<file path="config.mk">
export PLATFORM = sky130hd
export DESIGN_NAME = axil_master_arbiter
export DESIGN_NICKNAME = d
export VERILOG_FILES = /design/src/rtl/axil_master_arbiter.sv
export SDC_FILE = /design/constraint.sdc
export NUM_CORES = 1
export LEC_CHECK = 0
export CORE_ASPECT_RATIO = 1.2
export CORE_MARGIN = 4
export CORE_UTILIZATION = 25
export CTS_CLUSTER_DIAMETER = 100
export DETAILED_ROUTE_END_ITERATION = 7
export PLACE_DENSITY = 0.62
export SYNTH_ARGS = -nofsm -noshare
export SYNTH_HDL_FRONTEND = slang
export SYNTH_SLANG_ARGS = --single-unit
</file>
<file path="constraint.sdc">
create_clock -name clk -period 2.5 [get_ports clk]
set_clock_uncertainty 0.05 [all_clocks]
set_input_delay 0.5 -clock clk [delete_from_list [all_inputs] [get_ports clk]]
set_output_delay 0.5 -clock clk [all_outputs]
set_load 0.005 [all_outputs]
</file>
<file path="src/rtl/axil_master_arbiter.sv">
// axil_master_arbiter: shares one AXI-Lite master port between N_REQ single-word requesters.
// Grants one requester at a time, round-robin, and runs exactly one read or write per grant.
// Only one bus transaction is outstanding; a one-cycle ack returns read data and an error flag.
// Optional macro AXIL_ARB_PRIO0_EN: requester 0 wins whenever it asks; the rest share round-robin.
module axil_master_arbiter #(
    parameter int N_REQ  = 2,
    parameter int ADDR_W = 32,
    parameter int DATA_W = 32
) (
    input  logic                    clk,
    input  logic                    rst_n,
    input  logic [N_REQ-1:0]        req_i,
    input  logic [N_REQ-1:0]        we_i,
    input  logic [N_REQ*ADDR_W-1:0] addr_i,
    input  logic [N_REQ*DATA_W-1:0] wdata_i,
    output logic [N_REQ-1:0]        ack_o,
    output logic                    err_o,
    output logic [DATA_W-1:0]       rdata_o,
    output logic [ADDR_W-1:0]       m_aw_addr,
    output logic                    m_aw_valid,
    input  logic                    m_aw_ready,
    output logic [DATA_W-1:0]       m_w_data,
    output logic [DATA_W/8-1:0]     m_w_strb,
    output logic                    m_w_valid,
    input  logic                    m_w_ready,
    input  logic [1:0]              m_b_resp,
    input  logic                    m_b_valid,
    output logic                    m_b_ready,
    output logic [ADDR_W-1:0]       m_ar_addr,
    output logic                    m_ar_valid,
    input  logic                    m_ar_ready,
    input  logic [DATA_W-1:0]       m_r_data,
    input  logic [1:0]              m_r_resp,
    input  logic                    m_r_valid,
    output logic                    m_r_ready
);
    localparam int PW = (N_REQ > 1) ? $clog2(N_REQ) : 1;

    typedef enum logic [1:0] {S_IDLE, S_ISSUE, S_RESP, S_ACK} state_t;

    state_t              r_state, w_next;
    logic [PW-1:0]       r_grant, r_rr_ptr, w_sel;
    logic                r_we;
    logic [ADDR_W-1:0]   r_addr;
    logic [DATA_W-1:0]   r_wdata;
    logic                r_aw_valid, r_w_valid, r_ar_valid, r_b_ready, r_r_ready;
    logic [N_REQ-1:0]    r_ack;
    logic                r_err;
    logic [DATA_W-1:0]   r_rdata;
    logic                w_aw_valid_nxt, w_w_valid_nxt, w_ar_valid_nxt, w_b_ready_nxt, w_r_ready_nxt;
    logic [N_REQ-1:0]    w_ack_nxt;
    logic                w_err_nxt;
    logic [DATA_W-1:0]   w_rdata_nxt;
    logic                w_issue_done, w_resp_done, w_rr_upd;
    logic [ADDR_W-1:0]   w_addr  [N_REQ];
    logic [DATA_W-1:0]   w_wdata [N_REQ];

    for (genvar g = 0; g < N_REQ; g++) begin : g_unpack
        assign w_addr[g]  = addr_i[g*ADDR_W +: ADDR_W];
        assign w_wdata[g] = wdata_i[g*DATA_W +: DATA_W];
    end

    // A write is issued once both address and data handshakes have happened, in any order
    assign w_issue_done = r_we ? ~(r_aw_valid & ~m_aw_ready) & ~(r_w_valid & ~m_w_ready)
                               : r_ar_valid & m_ar_ready;
    assign w_resp_done  = r_we ? r_b_ready & m_b_valid : r_r_ready & m_r_valid;

`ifdef AXIL_ARB_PRIO0_EN
    assign w_rr_upd = r_grant != '0;
`else
    assign w_rr_upd = 1'b1;
`endif

    // Cyclic search: lowest requester at/after the pointer, else lowest overall (wrap-around)
    always_comb begin
        w_sel = '0;
        for (int i = N_REQ - 1; i >= 0; i--) if (req_i[i]) w_sel = PW'(i);
        for (int i = N_REQ - 1; i >= 0; i--) if (req_i[i] && PW'(i) >= r_rr_ptr) w_sel = PW'(i);
`ifdef AXIL_ARB_PRIO0_EN
        if (req_i[0]) w_sel = '0;
`endif
    end

    // State register
    always_ff @(posedge clk) begin
        if (!rst_n) r_state <= S_IDLE;
        else        r_state <= w_next;
    end

    // Next-state logic; ACK always returns to IDLE so no grant is made in the ack cycle
    always_comb begin
        w_next = r_state;
        case (r_state)
            S_IDLE:  w_next = |req_i ? S_ISSUE : S_IDLE;
            S_ISSUE: w_next = w_issue_done ? S_RESP : S_ISSUE;
            S_RESP:  w_next = w_resp_done ? S_ACK : S_RESP;
            default: w_next = S_IDLE;
        endcase
    end

    // Next values for the registered bus and requester outputs
    always_comb begin
        w_aw_valid_nxt = r_aw_valid;
        w_w_valid_nxt  = r_w_valid;
        w_ar_valid_nxt = r_ar_valid;
        w_b_ready_nxt  = r_b_ready;
        w_r_ready_nxt  = r_r_ready;
        w_ack_nxt      = '0;
        w_err_nxt      = r_err;
        w_rdata_nxt    = r_rdata;
        case (r_state)
            S_IDLE: begin
                w_aw_valid_nxt = |req_i & we_i[w_sel];
                w_w_valid_nxt  = |req_i & we_i[w_sel];
                w_ar_valid_nxt = |req_i & ~we_i[w_sel];
            end
            S_ISSUE: begin
                w_aw_valid_nxt = r_aw_valid & ~m_aw_ready;
                w_w_valid_nxt  = r_w_valid & ~m_w_ready;
                w_ar_valid_nxt = r_ar_valid & ~m_ar_ready;
                w_b_ready_nxt  = w_issue_done & r_we;
                w_r_ready_nxt  = w_issue_done & ~r_we;
            end
            S_RESP: if (w_resp_done) begin
                w_b_ready_nxt      = 1'b0;
                w_r_ready_nxt      = 1'b0;
                w_ack_nxt[r_grant] = 1'b1;
                w_err_nxt          = r_we ? |m_b_resp : |m_r_resp;
                w_rdata_nxt        = r_we ? r_rdata : m_r_data;
            end
            default: ;
        endcase
    end

    // Output registers, grant capture and round-robin pointer
    always_ff @(posedge clk) begin
        if (!rst_n) begin
            r_aw_valid <= 1'b0;
            r_w_valid  <= 1'b0;
            r_ar_valid <= 1'b0;
            r_b_ready  <= 1'b0;
            r_r_ready  <= 1'b0;
            r_ack      <= '0;
            r_err      <= 1'b0;
            r_rdata    <= '0;
            r_grant    <= '0;
            r_we       <= 1'b0;
            r_addr     <= '0;
            r_wdata    <= '0;
            r_rr_ptr   <= '0;
        end else begin
            r_aw_valid <= w_aw_valid_nxt;
            r_w_valid  <= w_w_valid_nxt;
            r_ar_valid <= w_ar_valid_nxt;
            r_b_ready  <= w_b_ready_nxt;
            r_r_ready  <= w_r_ready_nxt;
            r_ack      <= w_ack_nxt;
            r_err      <= w_err_nxt;
            r_rdata    <= w_rdata_nxt;
            if (r_state == S_IDLE && |req_i) begin
                r_grant <= w_sel;
                r_we    <= we_i[w_sel];
                r_addr  <= w_addr[w_sel];
                r_wdata <= w_wdata[w_sel];
            end
            if (r_state == S_ACK && w_rr_upd)
                r_rr_ptr <= (r_grant == PW'(N_REQ - 1)) ? '0 : r_grant + PW'(1);
        end
    end

    assign ack_o      = r_ack;
    assign err_o      = r_err;
    assign rdata_o    = r_rdata;
    assign m_aw_addr  = r_addr;
    assign m_aw_valid = r_aw_valid;
    assign m_w_data   = r_wdata;
    assign m_w_strb   = '1;
    assign m_w_valid  = r_w_valid;
    assign m_b_ready  = r_b_ready;
    assign m_ar_addr  = r_addr;
    assign m_ar_valid = r_ar_valid;
    assign m_r_ready  = r_r_ready;
endmodule

</file>
---- Word-level counts from Yosys, hierarchy flattened ----
Cells that the tools add are included.
operators by class
  multiplexer cells ....................... 28
  multipliers ............................. 0
  shifts and indexed selects .............. 0
  eq/ne operators ......................... 4
  bitwise gates (word level) .............. 19
  reduce and logical (&&, ||, !) cells .... 14
  add/subtract/negate cells ............... 1
  magnitude comparators ................... 6
  div/mod/pow operators ................... 0
operator list
  cell                                                                   count
  32-bit two-way mux                                                     6
  1-bit two-way mux                                                      14
  1-bit AND                                                              11
  1-bit one-hot mux with 2 select lines                                  5
  1-bit inverter                                                         7
  2-bit one-hot mux with 3 select lines                                  1
  3-bit AND reduction                                                    2
  2-bit OR reduction                                                     3
  2-bit equality test, second input constant                             2
  1-bit logical AND                                                      4
  1-bit by 2-bit < comparator with 1-bit output, second input constant   2
  2-bit AND reduction                                                    2
  2-bit nonzero test                                                     2
  2-bit by 1-bit equality test with 1-bit output, second input constant  1
  1-bit greater-or-equal comparator, first input constant                2
  2-bit greater-or-equal comparator, second input constant               1
  2-bit zero test                                                        1
  2-bit two-way mux                                                      1
  2-bit != test, second input constant                                   1
  1-bit inverter with 2-bit output                                       1
  1-bit adder, second input constant                                     1
  1-bit demux with 1-bit select                                          1
  1-bit greater-or-equal comparator, second input constant               1
storage, ports and cells
  bits in registers ....................... 109
  input bits .............................. 175
  output and inout bits ................... 140
  memories ................................ 0
  bits in latches ......................... 0
  logic and storage cells ................. 86
  RAM bits ................................ 0
  memory bits (read-only) ................. 0

---- Depth between registers and ports, before layout ----
  word-level depth ........................ 9
  depth in mapped cells ................... 7
  gate-level depth less buffers ........... 4

---- Least setup slack after synthesis ----
Ideal clock, no wire load.
  path type ............................... input to register
  from .................................... input port m_r_valid
  to ...................................... register r_rdata[0], in the netlist rdata_o[0]
  stages on the path ...................... 6
  arrival time ............................ 1.180 ns
  path buffers ............................ 2
  path slack .............................. 1.138 ns
  library setup time ...................... 0.132 ns
  required time ........................... 2.318 ns
  cell sequence ........................... nand3b_1 > or2_1 > buf_6 > buf_6 > nand2_1 > a21oi_1
on the way
  word-level cells in the longest chain between the ends .. 3
ends and longest elaborated chain
  what                                  line  text
  start: declaration                    34    input logic m_r_valid,
  1-bit AND                             66    assign w_resp_done = r_we ? r_b_ready & m_b_valid : r_r_ready & m_r_valid;
  1-bit two-way mux                     66
  3-bit AND reduction (no source line)  n/a
  end signal: assignment                159   r_rdata <= w_rdata_nxt;
  end: declaration                      49    logic [DATA_W-1:0] r_rdata;
Every way passes these cells.
A chain may end at the register's enable or synchronous reset.

---- Worst setup path in the final report ----
  from .................................... register r_aw_valid, in the netlist m_aw_valid
  to ...................................... output port m_aw_valid
RTL lines
  what                      line  text
  start: declaration        46    logic r_aw_valid, r_w_valid, r_ar_valid, r_b_ready, r_r_ready;
  start signal: assignment  152   r_aw_valid <= w_aw_valid_nxt;
  end: declaration          20    output logic m_aw_valid,
No word-level cell between the ends.

==> metrics.cfg <==
[final_layout]
final_util_pct=43.00
design_area_um2=8078
drive_gt1_share_pct=4.005
area_growth_pct=69.36
nNetsFinal=969

[die]
die_w_um=134.1
initial_utilization_pct=25.39
rows=55
coreArea_um2=18790
die-area_um2=21360
io_pins=315
die_h_um=159.3

[min_path]
hp-class=reg -> reg
whs_path_depth=2

[worst_setup_path]
cp_cell_sequence=clkdlybuf4s50_1
worst_path_largest_cell_delay_ns=0.60
crit_fanout=3
startpoint_type=flip-flop
path_buf_inv=1
end_kind=output pin
rr_worst_depth=5
path_depth=1
crit_required_ns=1.95
worstSetupPathType=reg -> out
crit_arrival_ns=1.32
cp_top_family=buffers and inverters
cp_slowest_cell=clkdlybuf4s50_1

[timing]
fin_tns_setup_ns=0
tightest_slew_ns=0.7319
drv_slew=0
rsz0062_at_grt=no
finalSetupViolations=0
min_period_over_period_pct=74.88
fmax_ghz=0.5342
whs_ns=0.4031
final_hold_viol_count=0
slew_headroom_pct=51.21
fin_crit_ns=1.872

[clocking]
clock-sinks=109
cts_made_buffers=9
cts-root-buf=clkbuf_16
cts_tree=done
clockBufferDepth=2
worstSkewPairLatency_ns=0.35
htreeDepth=3
clkSlewWorstSetupHoldPaths_ns=0.07
cts_hold_buffers=0
post_cts_resized=0
cts_setup_buffers=0

[power]
p_int_mw=3.713
sw_frac_of_total_pct=28.02
pwr-share-comb_pct=30.9
max-vdd-ir-drop_uv=303.1
switchingPower_mw=1.445
leakage_nw=3.154
p_seq_share_pct=42.0
pwr-share-clk_pct=27.1
power.total_mw=5.158
power.density_nw_per_um2=638.5

[place]
postPlaceCellArea_um2=7789
place_congestion=0.7131
dp_hpwl_um=11930
io_buffers=310

[yosys]
yosys.area.top_type=dfxtp_1
synthTopCellsByArea=dfxtp_1, mux2i_1, a21oi_1
synth_commonest_cells=dfxtp_1, a21oi_1, nand2_1
async_flop_share_pct=0
synth_seq_cells=109
synth_flop_cell=dfxtp_1
ys_warn_count=0
netlist_area_um2=4770
synth.avg_cell_area_um2=8.898
syn_inst=536
synth-edff-count=0
synth_cell_type_count=33
yosysSeqAreaShare_pct=45.75
synth_top_area_share_pct=45.75
synth.most_common_cell=dfxtp_1

[route]
first_pass_iters=4
vias=4603
ant_nets=0
viasPerCell=4.359
wl_um=16030
first_iter_violations=158
drc=0
routedWlPerCell_um=15.18

[flow_run]
maxCapViolCount=0

[run_status]
outcome=finished, final reports clean

[grt]
grt_first_pass_wirelength_um=24490
grt_max_degree=77
grtUsageTotal_pct=14.32
antenna_found_initial=1
grt_pass1_vias=4407
grt-busiest-layer=met2
grt_use_met3_pct=4.741
overflow=0
grtUsageMet1_pct=17.32
met2_usage_pct=23.61

-- worst paths after layout --
path,start,endpoint,slack [ns]
max,m_aw_valid,m_aw_valid,0.63
min,rdata_o[11],rdata_o[11],0.40
max reg2reg,r_state[0],rdata_o[24],0.90
min reg2reg,rdata_o[11],rdata_o[11],0.40
-- layout make-up --
type	instances	area, µm²
antenna	1	2.502
clock buffer	12	256.5
clock inverter	4	30.03
fill	1880	10710
inverter	4	15.01
multi-input combinational	349	2041
sequential	109	2182
tap	256	320.3
timing repair buffer	321	3231
-- through the flow --
stage	setup slack, ns	instances
2_1_floorplan	1.138	539
3_3_place_gp	0.3825	1039
3_5_place_dp	0.3492	1039
4_1_cts	0.5847	1055
5_1_grt	0.5733	1055
6_report	0.6280	1056
-- placed cells by master, fill, tap and decap left out, types with 4 or more instances in the layout --
master / n
o21ai_0: 68
clkbuf_16: 9
buf_4: 7
clkdlybuf4s50_1: 309
buf_12: 4
dfxtp_1: 109
nand2_1: 74
conb_1: 4
a21oi_1: 106
nand2b_1: 4
mux2i_1: 64
-- registers in the layout, indices dropped and copies added (netlist names) --
register    cells
m_w_data       32
m_ar_valid      1
r_state         2
ack_o           2
r_rr_ptr        1
err_o           1
r_grant         1
m_aw_valid      1
m_ar_addr      32
m_b_ready       1
m_r_ready       1
r_we            1
m_w_valid       1
rdata_o        32
-- power groups by stage --
| stage | registers [mW] | logic [mW] | clock network, mW |
|---|---|---|---|
| after global placement | 2.20 | 1.61 | 0 |
| after CTS | 2.17 | 1.62 | 1.46 |
| after detailed placement | 2.20 | 1.61 | 0 |
| after global routing | 2.20 | 1.74 | 1.51 |
| final | 2.16 | 1.60 | 1.40 |
| after floorplan | 2.16 | 0.736 | 0 |
-- cells by family (layout without fill, tap and decap cells) --
logic type             count (synthesis)  after routing  synth area share [%]
AOI/OAI and AO/OA                    181            181                 19.33
DFF                                  109            109                 45.75
and+or+nand+nor                      100            100                 9.549
buffers and inverters                 81            341                 11.86
muxes                                 64             64                 13.43
other                                  1              5               0.07862
-- routing by layer --
layer / vias to the layer above / wire [µm]
li1: 2331 / -
met1: 2059 / 6600
met2: 189 / 7695
met3: 22 / 1366
met4: 2 / 350
met5: - / 13
No activity file was read; power rests on OpenSTA's default activity.
